--- src/rtl/spk_pkg.sv ---
// Shared definitions for the spike-processing front end.
//   asm_state_t  : byte assembler FSM states
//   clog2_min1() : $clog2 clamped to at least 1 bit, for index/tag widths
//   BYTE_W       : width of one incoming stream byte
package spk_pkg;

    localparam int BYTE_W = 8;

    typedef enum logic [0:0] {
        ASM_IDLE    = 1'b0,
        ASM_COLLECT = 1'b1
    } asm_state_t;

    // A field that only ever holds one value still needs one bit.
    function automatic int clog2_min1(input int v);
        return (v <= 2) ? 1 : $clog2(v);
    endfunction

endpackage

--- src/rtl/sample_stream_assembler_if.sv ---
// Byte-in / sample-out bus of the sample stream assembler.
//   byte side   : byte_in, byte_valid, byte_sof, lsb_first, channel_in  (producer -> assembler)
//   sample side : sample_out, sample_ch, sample_valid (assembler -> consumer), sample_ready (back)
//   master : producer/consumer environment
//   slave  : the assembler
interface sample_stream_assembler_if #(
    parameter int DATA_WIDTH = 16,
    parameter int CH_W       = 2
);
    logic [7:0]            byte_in;
    logic                  byte_valid;
    logic                  byte_sof;
    logic                  lsb_first;
    logic [CH_W-1:0]       channel_in;
    logic [DATA_WIDTH-1:0] sample_out;
    logic [CH_W-1:0]       sample_ch;
    logic                  sample_valid;
    logic                  sample_ready;

    modport master (
        output byte_in, byte_valid, byte_sof, lsb_first, channel_in, sample_ready,
        input  sample_out, sample_ch, sample_valid
    );

    modport slave (
        input  byte_in, byte_valid, byte_sof, lsb_first, channel_in, sample_ready,
        output sample_out, sample_ch, sample_valid
    );
endinterface

--- src/rtl/sample_stream_assembler_fifo.sv ---
// sample_fifo: small show-ahead FIFO, also used by the event-output path.
//   push/push_data : write request; accepted if not full, or if full and popping this cycle
//   full / empty   : occupancy flags
//   pop            : consume head; ignored while empty
//   head           : current head entry, valid whenever !empty
module sample_fifo #(
    parameter int WIDTH = 18,
    parameter int DEPTH = 4
) (
    input  logic             clk,
    input  logic             rst_n,
    input  logic             push,
    input  logic [WIDTH-1:0] push_data,
    output logic             full,
    input  logic             pop,
    output logic             empty,
    output logic [WIDTH-1:0] head
);
    localparam int PTR_W = $clog2(DEPTH);

    logic [WIDTH-1:0] mem [DEPTH];
    logic [PTR_W-1:0] wr_ptr, rd_ptr;
    logic [PTR_W:0]   count;
    logic             do_push, do_pop;

    assign empty   = (count == '0);
    assign full    = (count == (PTR_W+1)'(DEPTH));
    assign do_pop  = pop & ~empty;
    // A pop frees the slot the same cycle, so a full FIFO still takes the push.
    assign do_push = push & (~full | do_pop);
    assign head    = mem[rd_ptr];

    always_ff @(posedge clk or negedge rst_n) begin
        if (!rst_n) begin
            wr_ptr <= '0;
            rd_ptr <= '0;
            count  <= '0;
            for (int i = 0; i < DEPTH; i++) mem[i] <= '0;
        end else begin
            if (do_push) begin
                mem[wr_ptr] <= push_data;
                wr_ptr      <= wr_ptr + 1'b1;
            end
            if (do_pop) rd_ptr <= rd_ptr + 1'b1;
            case ({do_push, do_pop})
                2'b10:   count <= count + 1'b1;
                2'b01:   count <= count - 1'b1;
                default: ;
            endcase
        end
    end
endmodule

--- src/rtl/sample_stream_assembler.sv ---
// sample_stream_assembler: packs an 8-bit byte stream into DATA_WIDTH-bit samples tagged with
// a channel index, and buffers them in a show-ahead FIFO toward the processing system.
//   clk, rst_n  : clock, async active-low reset
//   bus (slave) : byte input side and sample valid/ready output side
//   frame_err   : 1-cycle pulse, partial sample discarded (sof resync or inter-byte timeout)
//   overflow    : 1-cycle pulse, completed sample dropped because the FIFO was full
//   drop_count  : saturating count of overflow events
//   busy        : assembler is mid-sample
module sample_stream_assembler
    import spk_pkg::*;
#(
    parameter int  DATA_WIDTH     = 16,
    parameter int  NUM_UNITS      = 4,
    parameter int  FIFO_DEPTH     = 4,
    parameter int  TIMEOUT_CYCLES = 255,
    parameter int  CNT_W          = 8,
    localparam int CH_W           = clog2_min1(NUM_UNITS)
) (
    input  logic                      clk,
    input  logic                      rst_n,
    sample_stream_assembler_if.slave  bus,
    output logic                      frame_err,
    output logic                      overflow,
    output logic [CNT_W-1:0]          drop_count,
    output logic                      busy
);
    localparam int BYTES = DATA_WIDTH / BYTE_W;
    localparam int IDX_W = clog2_min1(BYTES);
    localparam int TMR_W = clog2_min1(TIMEOUT_CYCLES + 1);
    localparam int ENT_W = DATA_WIDTH + CH_W;

    localparam logic [IDX_W-1:0] LAST_IDX = IDX_W'(BYTES - 1);
    localparam logic [TMR_W-1:0] TMR_LAST = TMR_W'((TIMEOUT_CYCLES > 0) ? TIMEOUT_CYCLES - 1 : 0);

    asm_state_t            state;
    logic [IDX_W-1:0]      idx;
    logic [DATA_WIDTH-1:0] word;
    logic [CH_W-1:0]       ch_q;
    logic                  lsb_q;
    logic [TMR_W-1:0]      timer;
    logic                  push_q;
    logic [ENT_W-1:0]      push_data;

    logic                  start;
    logic [DATA_WIDTH-1:0] first_word, cont_word;
    logic                  fifo_full, fifo_empty, drop;
    logic [ENT_W-1:0]      fifo_head;

    // Drop byte b into slot k of w; MSB-first fills from the top, LSB-first from bit 0.
    function automatic logic [DATA_WIDTH-1:0] put_slot(input logic [DATA_WIDTH-1:0] w,
                                                       input logic [IDX_W-1:0]      k,
                                                       input logic                  lsb,
                                                       input logic [7:0]            b);
        logic [DATA_WIDTH-1:0] r;
        r = w;
        for (int s = 0; s < BYTES; s++) begin
            if (int'(k) == s) begin
                if (lsb) r[BYTE_W*s +: BYTE_W] = b;
                else     r[DATA_WIDTH-1-BYTE_W*s -: BYTE_W] = b;
            end
        end
        return r;
    endfunction

    // A byte opens a new sample in IDLE, or with sof mid-sample (same-cycle restart).
    assign start      = bus.byte_valid & ((state == ASM_IDLE) | bus.byte_sof);
    assign first_word = put_slot('0, '0, bus.lsb_first, bus.byte_in);
    assign cont_word  = put_slot(word, idx, lsb_q, bus.byte_in);
    assign busy       = (state == ASM_COLLECT);

    always_ff @(posedge clk or negedge rst_n) begin
        if (!rst_n) begin
            state     <= ASM_IDLE;
            idx       <= '0;
            word      <= '0;
            ch_q      <= '0;
            lsb_q     <= 1'b0;
            timer     <= '0;
            push_q    <= 1'b0;
            push_data <= '0;
            frame_err <= 1'b0;
        end else begin
            frame_err <= 1'b0;
            push_q    <= 1'b0;
            if (start) begin
                if (state == ASM_COLLECT) frame_err <= 1'b1;
                timer <= '0;
                if (BYTES == 1) begin
                    push_q    <= 1'b1;
                    push_data <= {bus.channel_in, first_word};
                    state     <= ASM_IDLE;
                end else begin
                    word  <= first_word;
                    ch_q  <= bus.channel_in;
                    lsb_q <= bus.lsb_first;
                    idx   <= IDX_W'(1);
                    state <= ASM_COLLECT;
                end
            end else if (state == ASM_COLLECT) begin
                if (bus.byte_valid) begin
                    timer <= '0;
                    if (idx == LAST_IDX) begin
                        push_q    <= 1'b1;
                        push_data <= {ch_q, cont_word};
                        idx       <= '0;
                        state     <= ASM_IDLE;
                    end else begin
                        word <= cont_word;
                        idx  <= idx + 1'b1;
                    end
                end else if (TIMEOUT_CYCLES != 0) begin
                    if (timer == TMR_LAST) begin
                        frame_err <= 1'b1;
                        idx       <= '0;
                        timer     <= '0;
                        state     <= ASM_IDLE;
                    end else begin
                        timer <= timer + 1'b1;
                    end
                end
            end
        end
    end

    // Completed samples enter the FIFO one cycle after their last byte (push_q stage).
    sample_fifo #(
        .WIDTH (ENT_W),
        .DEPTH (FIFO_DEPTH)
    ) u_fifo (
        .clk       (clk),
        .rst_n     (rst_n),
        .push      (push_q),
        .push_data (push_data),
        .full      (fifo_full),
        .pop       (bus.sample_ready),
        .empty     (fifo_empty),
        .head      (fifo_head)
    );

    assign bus.sample_valid              = ~fifo_empty;
    assign {bus.sample_ch, bus.sample_out} = fifo_head;

    // Full without a concurrent pop: the FIFO refuses the push.
    assign drop = push_q & fifo_full & ~(bus.sample_ready & ~fifo_empty);

    always_ff @(posedge clk or negedge rst_n) begin
        if (!rst_n) begin
            overflow   <= 1'b0;
            drop_count <= '0;
        end else begin
            overflow <= drop;
            if (drop && drop_count != '1) drop_count <= drop_count + 1'b1;
        end
    end
endmodule
--- src/flat_wrapper.sv ---
// flat-port wrapper written by rule: the top's interface ports become plain ports
module sample_stream_assembler_flat import spk_pkg::*;
#(
    parameter int  DATA_WIDTH     = 16,
    parameter int  NUM_UNITS      = 4,
    parameter int  FIFO_DEPTH     = 4,
    parameter int  TIMEOUT_CYCLES = 255,
    parameter int  CNT_W          = 8,
    localparam int CH_W           = clog2_min1(NUM_UNITS)
)
  (clk, rst_n, frame_err, overflow, drop_count, busy, bus_byte_in, bus_byte_valid, bus_byte_sof, bus_lsb_first, bus_channel_in, bus_sample_ready, bus_sample_out, bus_sample_ch, bus_sample_valid);
  sample_stream_assembler_if #(.DATA_WIDTH(DATA_WIDTH)) bus_i ();
  input  logic clk;
  input  logic rst_n;
  output logic frame_err;
  output logic overflow;
  output logic [CNT_W-1:0] drop_count;
  output logic busy;
  input wire logic [$bits(bus_i.byte_in)-1:0] bus_byte_in;
  input wire logic [$bits(bus_i.byte_valid)-1:0] bus_byte_valid;
  input wire logic [$bits(bus_i.byte_sof)-1:0] bus_byte_sof;
  input wire logic [$bits(bus_i.lsb_first)-1:0] bus_lsb_first;
  input wire logic [$bits(bus_i.channel_in)-1:0] bus_channel_in;
  input wire logic [$bits(bus_i.sample_ready)-1:0] bus_sample_ready;
  output wire logic [$bits(bus_i.sample_out)-1:0] bus_sample_out;
  output wire logic [$bits(bus_i.sample_ch)-1:0] bus_sample_ch;
  output wire logic [$bits(bus_i.sample_valid)-1:0] bus_sample_valid;
  assign bus_i.byte_in = bus_byte_in;
  assign bus_i.byte_valid = bus_byte_valid;
  assign bus_i.byte_sof = bus_byte_sof;
  assign bus_i.lsb_first = bus_lsb_first;
  assign bus_i.channel_in = bus_channel_in;
  assign bus_i.sample_ready = bus_sample_ready;
  assign bus_sample_out = bus_i.sample_out;
  assign bus_sample_ch = bus_i.sample_ch;
  assign bus_sample_valid = bus_i.sample_valid;
  sample_stream_assembler #(.DATA_WIDTH(DATA_WIDTH), .NUM_UNITS(NUM_UNITS), .FIFO_DEPTH(FIFO_DEPTH), .TIMEOUT_CYCLES(TIMEOUT_CYCLES), .CNT_W(CNT_W)) u_core (.clk(clk), .rst_n(rst_n), .bus(bus_i), .frame_err(frame_err), .overflow(overflow), .drop_count(drop_count), .busy(busy));
endmodule
--- config.mk ---
export PLATFORM = sky130hd
export DESIGN_NAME = sample_stream_assembler_flat
export DESIGN_NICKNAME = d
export VERILOG_FILES = /design/src/rtl/spk_pkg.sv /design/src/rtl/sample_stream_assembler_if.sv /design/src/rtl/sample_stream_assembler_fifo.sv /design/src/rtl/sample_stream_assembler.sv /design/src/flat_wrapper.sv
export SDC_FILE = /design/constraint.sdc
export NUM_CORES = 1
export LEC_CHECK = 0
export BUFFER_PORTS_ARGS = -buffer_cell sky130_fd_sc_hd__buf_2
export CAP_MARGIN = 20
export CORE_ASPECT_RATIO = 1.4
export CORE_MARGIN = 2
export CORE_UTILIZATION = 60
export DETAILED_ROUTE_END_ITERATION = 16
export GPL_ROUTABILITY_DRIVEN = 0
export PLACE_DENSITY = 0.9
export SLEW_MARGIN = 20
export SYNTH_ARGS = -nofsm -noshare
export SYNTH_HDL_FRONTEND = slang
export SYNTH_SLANG_ARGS = --single-unit
--- constraint.sdc ---
create_clock -name clk -period 2.55 [get_ports clk]
set_input_delay 0.1275 -clock clk [delete_from_list [all_inputs] [get_ports clk]]
set_output_delay 0.1275 -clock clk [all_outputs]
set_load 0.02 [all_outputs]
==> results.json <==
{
  "outcome": "finished clean",
  "grt_max_degree": 68,
  "synth_xor_area_share_pct": 1.65,
  "fin_util_pct": 71.4,
  "rows": 44,
  "antenna_found_initial": 0,
  "syn-instance-count": 453,
  "crit_path_top_delay_cell": "or3_1",
  "peakVddDrop_mv": 0.639,
  "hp-class": "in2reg",
  "layout-drive-gt1-share_pct": 35.7,
  "n_antenna_cell": 0,
  "worst-path-max-fanout": 6,
  "design_area_mm2": 0.00739,
  "numCtsBuffers": 17,
  "critPathKind": "reg2reg",
  "relSlewSlack_pct": 51.8,
  "drt_iter0_drc": 305,
  "io_pins": 46,
  "p_leak_nw": 3.61,
  "finClkSkew_ps": 4.92,
  "grt_pass1_vias": 4428,
  "worst_slew_pin_slew_ps": 723,
  "clk_path_buf_depth": 2,
  "ctsResizeCount": 0,
  "hold_end": "u_core.word[13]",
  "worstPathRequired_ps": 2880,
  "maxCapViolations": 0,
  "via_per_inst": 6.10,
  "ys_types": 47,
  "grt_overflow": 0,
  "start_util_pct": 61.7,
  "area_delta_synth_final_pct": 15.8,
  "synth_fp_nets": 477,
  "fmax_ghz": 0.441,
  "synth_top_area_share_pct": 53.7,
  "ys_top_cells_by_area": "dfrtp_1 (54%), mux2_4 (9.4%), mux2_2 (6.9%)",
  "slew_viol_final": 0,
  "worst_hold_startpoint": "bus_byte_in[5]",
  "startpoint_type": "flip-flop",
  "hold_viol_final": 0,
  "cp_cell_sequence": "or3_1, nand2_1, or2_2, fa_1, a211oi_1, o21ai_0, a22oi_1",
  "rsz0062_at_grt": "no",
  "critical_path_arrival_ps": 2600,
  "seq_area_frac_synth_pct": 53.7,
  "die_y_um": 126,
  "synth-edff-count": 0,
  "dpl_cell_area_mm2": 0.00669,
  "max_stage_delay_ps": 450,
  "ys_ff_latch": 137,
  "r2r_cells": 7,
  "wire_per_inst_um": 20.5,
  "grt_pass1_wl_mm": 22.7,
  "synth_top_flop_cell": "dfrtp_1",
  "syn-cell-area_mm2": 0.00638,
  "worstHoldPathCells": 2,
  "first_pass_iters": 5,
  "syn_avg_cell_area_um2": 14.1,
  "track_usage_pct": 25.6,
  "tns_ps": 0,
  "drc": 0,
  "dpl.hpwl_mm": 8.27,
  "muxShareOfSynthArea_pct": 25.3,
  "synth_top_family_by_area": "multiplexers",
  "period_minus_slack_ps": 2270,
  "htree_levels": 4,
  "port_buffers": 45,
  "powerDensity_mw_per_mm2": 1200,
  "worstSetupEndpointType": "flip-flop",
  "ant_nets": 0,
  "synthAdderAreaFrac_pct": 1.69,
  "vias": 4051,
  "period_share_pct": 89.0,
  "dieArea_mm2": 0.0115,
  "setup_viol": 0,
  "r2r-start": "u_core.u_fifo.count[1]",
  "rr_endpoint": "u_core.u_fifo.count[1]",
  "clock-sinks": 137,
  "clk_pin_slew_ps": 60,
  "async_flop_share_pct": 100,
  "reg2reg_slack_ps": 280,
  "yosysTopAreaCell": "dfrtp_1",
  "die_w_um": 91.2,
  "finalNetCount": 537,
  "cts-root-buf": "clkbuf_16",
  "yosys_warnings": 0,
  "core-area_mm2": 0.0103,
  "wirelength_mm": 13.6,
  "clkLatencyLatePin_ps": 420,
  "synth_compound_area_share_pct": 6.31,
  "cts_tree": "yes",
  "synthSimpleGateAreaFrac_pct": 8.25
}
[stage by stage]
stage	power (W)	worst slack, ps	instances	hold slack, ps
final	0.00889	280	664	23.3
after global routing	0.00928	124	664	20.0
after CTS	0.00893	348	664	3.35
after detailed placement	0.00626	462	624	110
after global placement	0.00605	569	624	99.9
after floorplan	0.00549	488	453	-168
[worst max-delay path, delay by kind of cell (launching register included)]
kind | cells | cell delay [ps]
and+or+nand+nor | 3 | 690
AOI/OAI and AO/OA | 3 | 620
DFF | 1 | 440
adders and majority gates | 1 | 430
[Yosys cell counts (2+ instances only)]
library cell / count
dfrtp_1: 137
mux2_4: 40
mux2_2: 39
nand2_1: 38
o21ai_0: 22
mux4_2: 18
mux2i_1: 17
a22o_1: 16
nor2_1: 12
clkbuf_1: 10
nand3_1: 10
a21oi_1: 9
inv_1: 9
ha_1: 7
xnor2_1: 6
xor2_1: 6
and3_1: 5
buf_12: 5
nand2b_1: 5
nand2_8: 4
nor2b_1: 3
nor4b_1: 3
o31ai_1: 3
or3_1: 3
nand3b_1: 2
nand4_1: 2
o221ai_1: 2
[registers in the layout (all words and copies together), names as in the netlist]
signal,cells
u_core.u_fifo.wr_ptr,2
u_core.word,16
u_core.u_fifo.rd_ptr,2
u_core.push_q,1
u_core.timer,8
u_core.u_fifo.mem,72
u_core.busy,1
u_core.overflow,1
u_core.frame_err,1
u_core.idx,1
u_core.lsb_q,1
u_core.drop_count,8
u_core.push_data,18
u_core.ch_q,2
u_core.u_fifo.count,3
[routing by layer]
metal  up-vias  track usage, %  part of all wire [%]
li1       1768               -                     -
met1      2117            31.4                    40
met2       147            43.8                    54
met3        19            5.50                   4.7
met4         0            10.9                   1.7
met5         -               0                     0
[cells in the final DEF (no fill, tap or decap), types with 4 or more instances in the layout]
| cell type | count |
|---|---|
| a21oi_1 | 9 |
| a22o_1 | 16 |
| and3_1 | 5 |
| buf_2 | 44 |
| buf_4 | 5 |
| bufinv_16 | 4 |
| clkbuf_16 | 17 |
| clkinv_2 | 5 |
| dfrtp_1 | 137 |
| dlygate4sd3_1 | 8 |
| ha_1 | 7 |
| inv_1 | 9 |
| mux2_2 | 39 |
| mux2_4 | 40 |
| mux2i_1 | 17 |
| mux4_2 | 18 |
| nand2_1 | 38 |
| nand2_8 | 4 |
| nand2b_1 | 5 |
| nand3_1 | 10 |
| nor2_1 | 12 |
| o21ai_0 | 22 |
| xnor2_1 | 6 |
| xor2_1 | 5 |
[what timing repair did]
| action | 4_1_cts | 5_1_grt |
|---|---|---|
| setup buffers | 0 | 0 |
| hold buffers | 8 | 0 |
| hold endpoints to repair | 62 | 0 |
[cells by family after synthesis]
kind of cell    count (synthesis)
flops                         137
mux                           114
simple gates                   94
compound gates                 61
buf+inv                        27
xor+xnor                       12
fa+ha+maj                       8
[area by class of cell]
class,count,area [um2]
flip-flops and latches,137,3430
fillers,666,2960
multi-input cells,289,2770
clock buffers,19,443
repair buffers,59,369
clock inverters,13,176
well taps,138,173
inverters,9,33.8
[how the worst max path moves through the flow]
stage / endpoint / from / slack (ps) / cells past startpoint
floorplan: u_core.u_fifo.count[1] / u_core.u_fifo.count[1] / 490 / 7
global placement: u_core.u_fifo.count[1] / u_core.u_fifo.count[1] / 570 / 7
detailed placement: u_core.u_fifo.count[1] / u_core.u_fifo.count[1] / 460 / 7
CTS: u_core.u_fifo.count[1] / u_core.u_fifo.count[1] / 350 / 7
global route: u_core.u_fifo.count[1] / u_core.u_fifo.count[1] / 120 / 7
finish: u_core.u_fifo.count[1] / u_core.u_fifo.count[1] / 280 / 7
[power by group]
part	internal [W]	total [W]	switching (W)
clock	0.00165	0.00258	0.000929
sequential	0.00292	0.00351	0.000596
combinational	0.00147	0.00280	0.00133
Note: power is estimated with default switching activity, not from simulation.
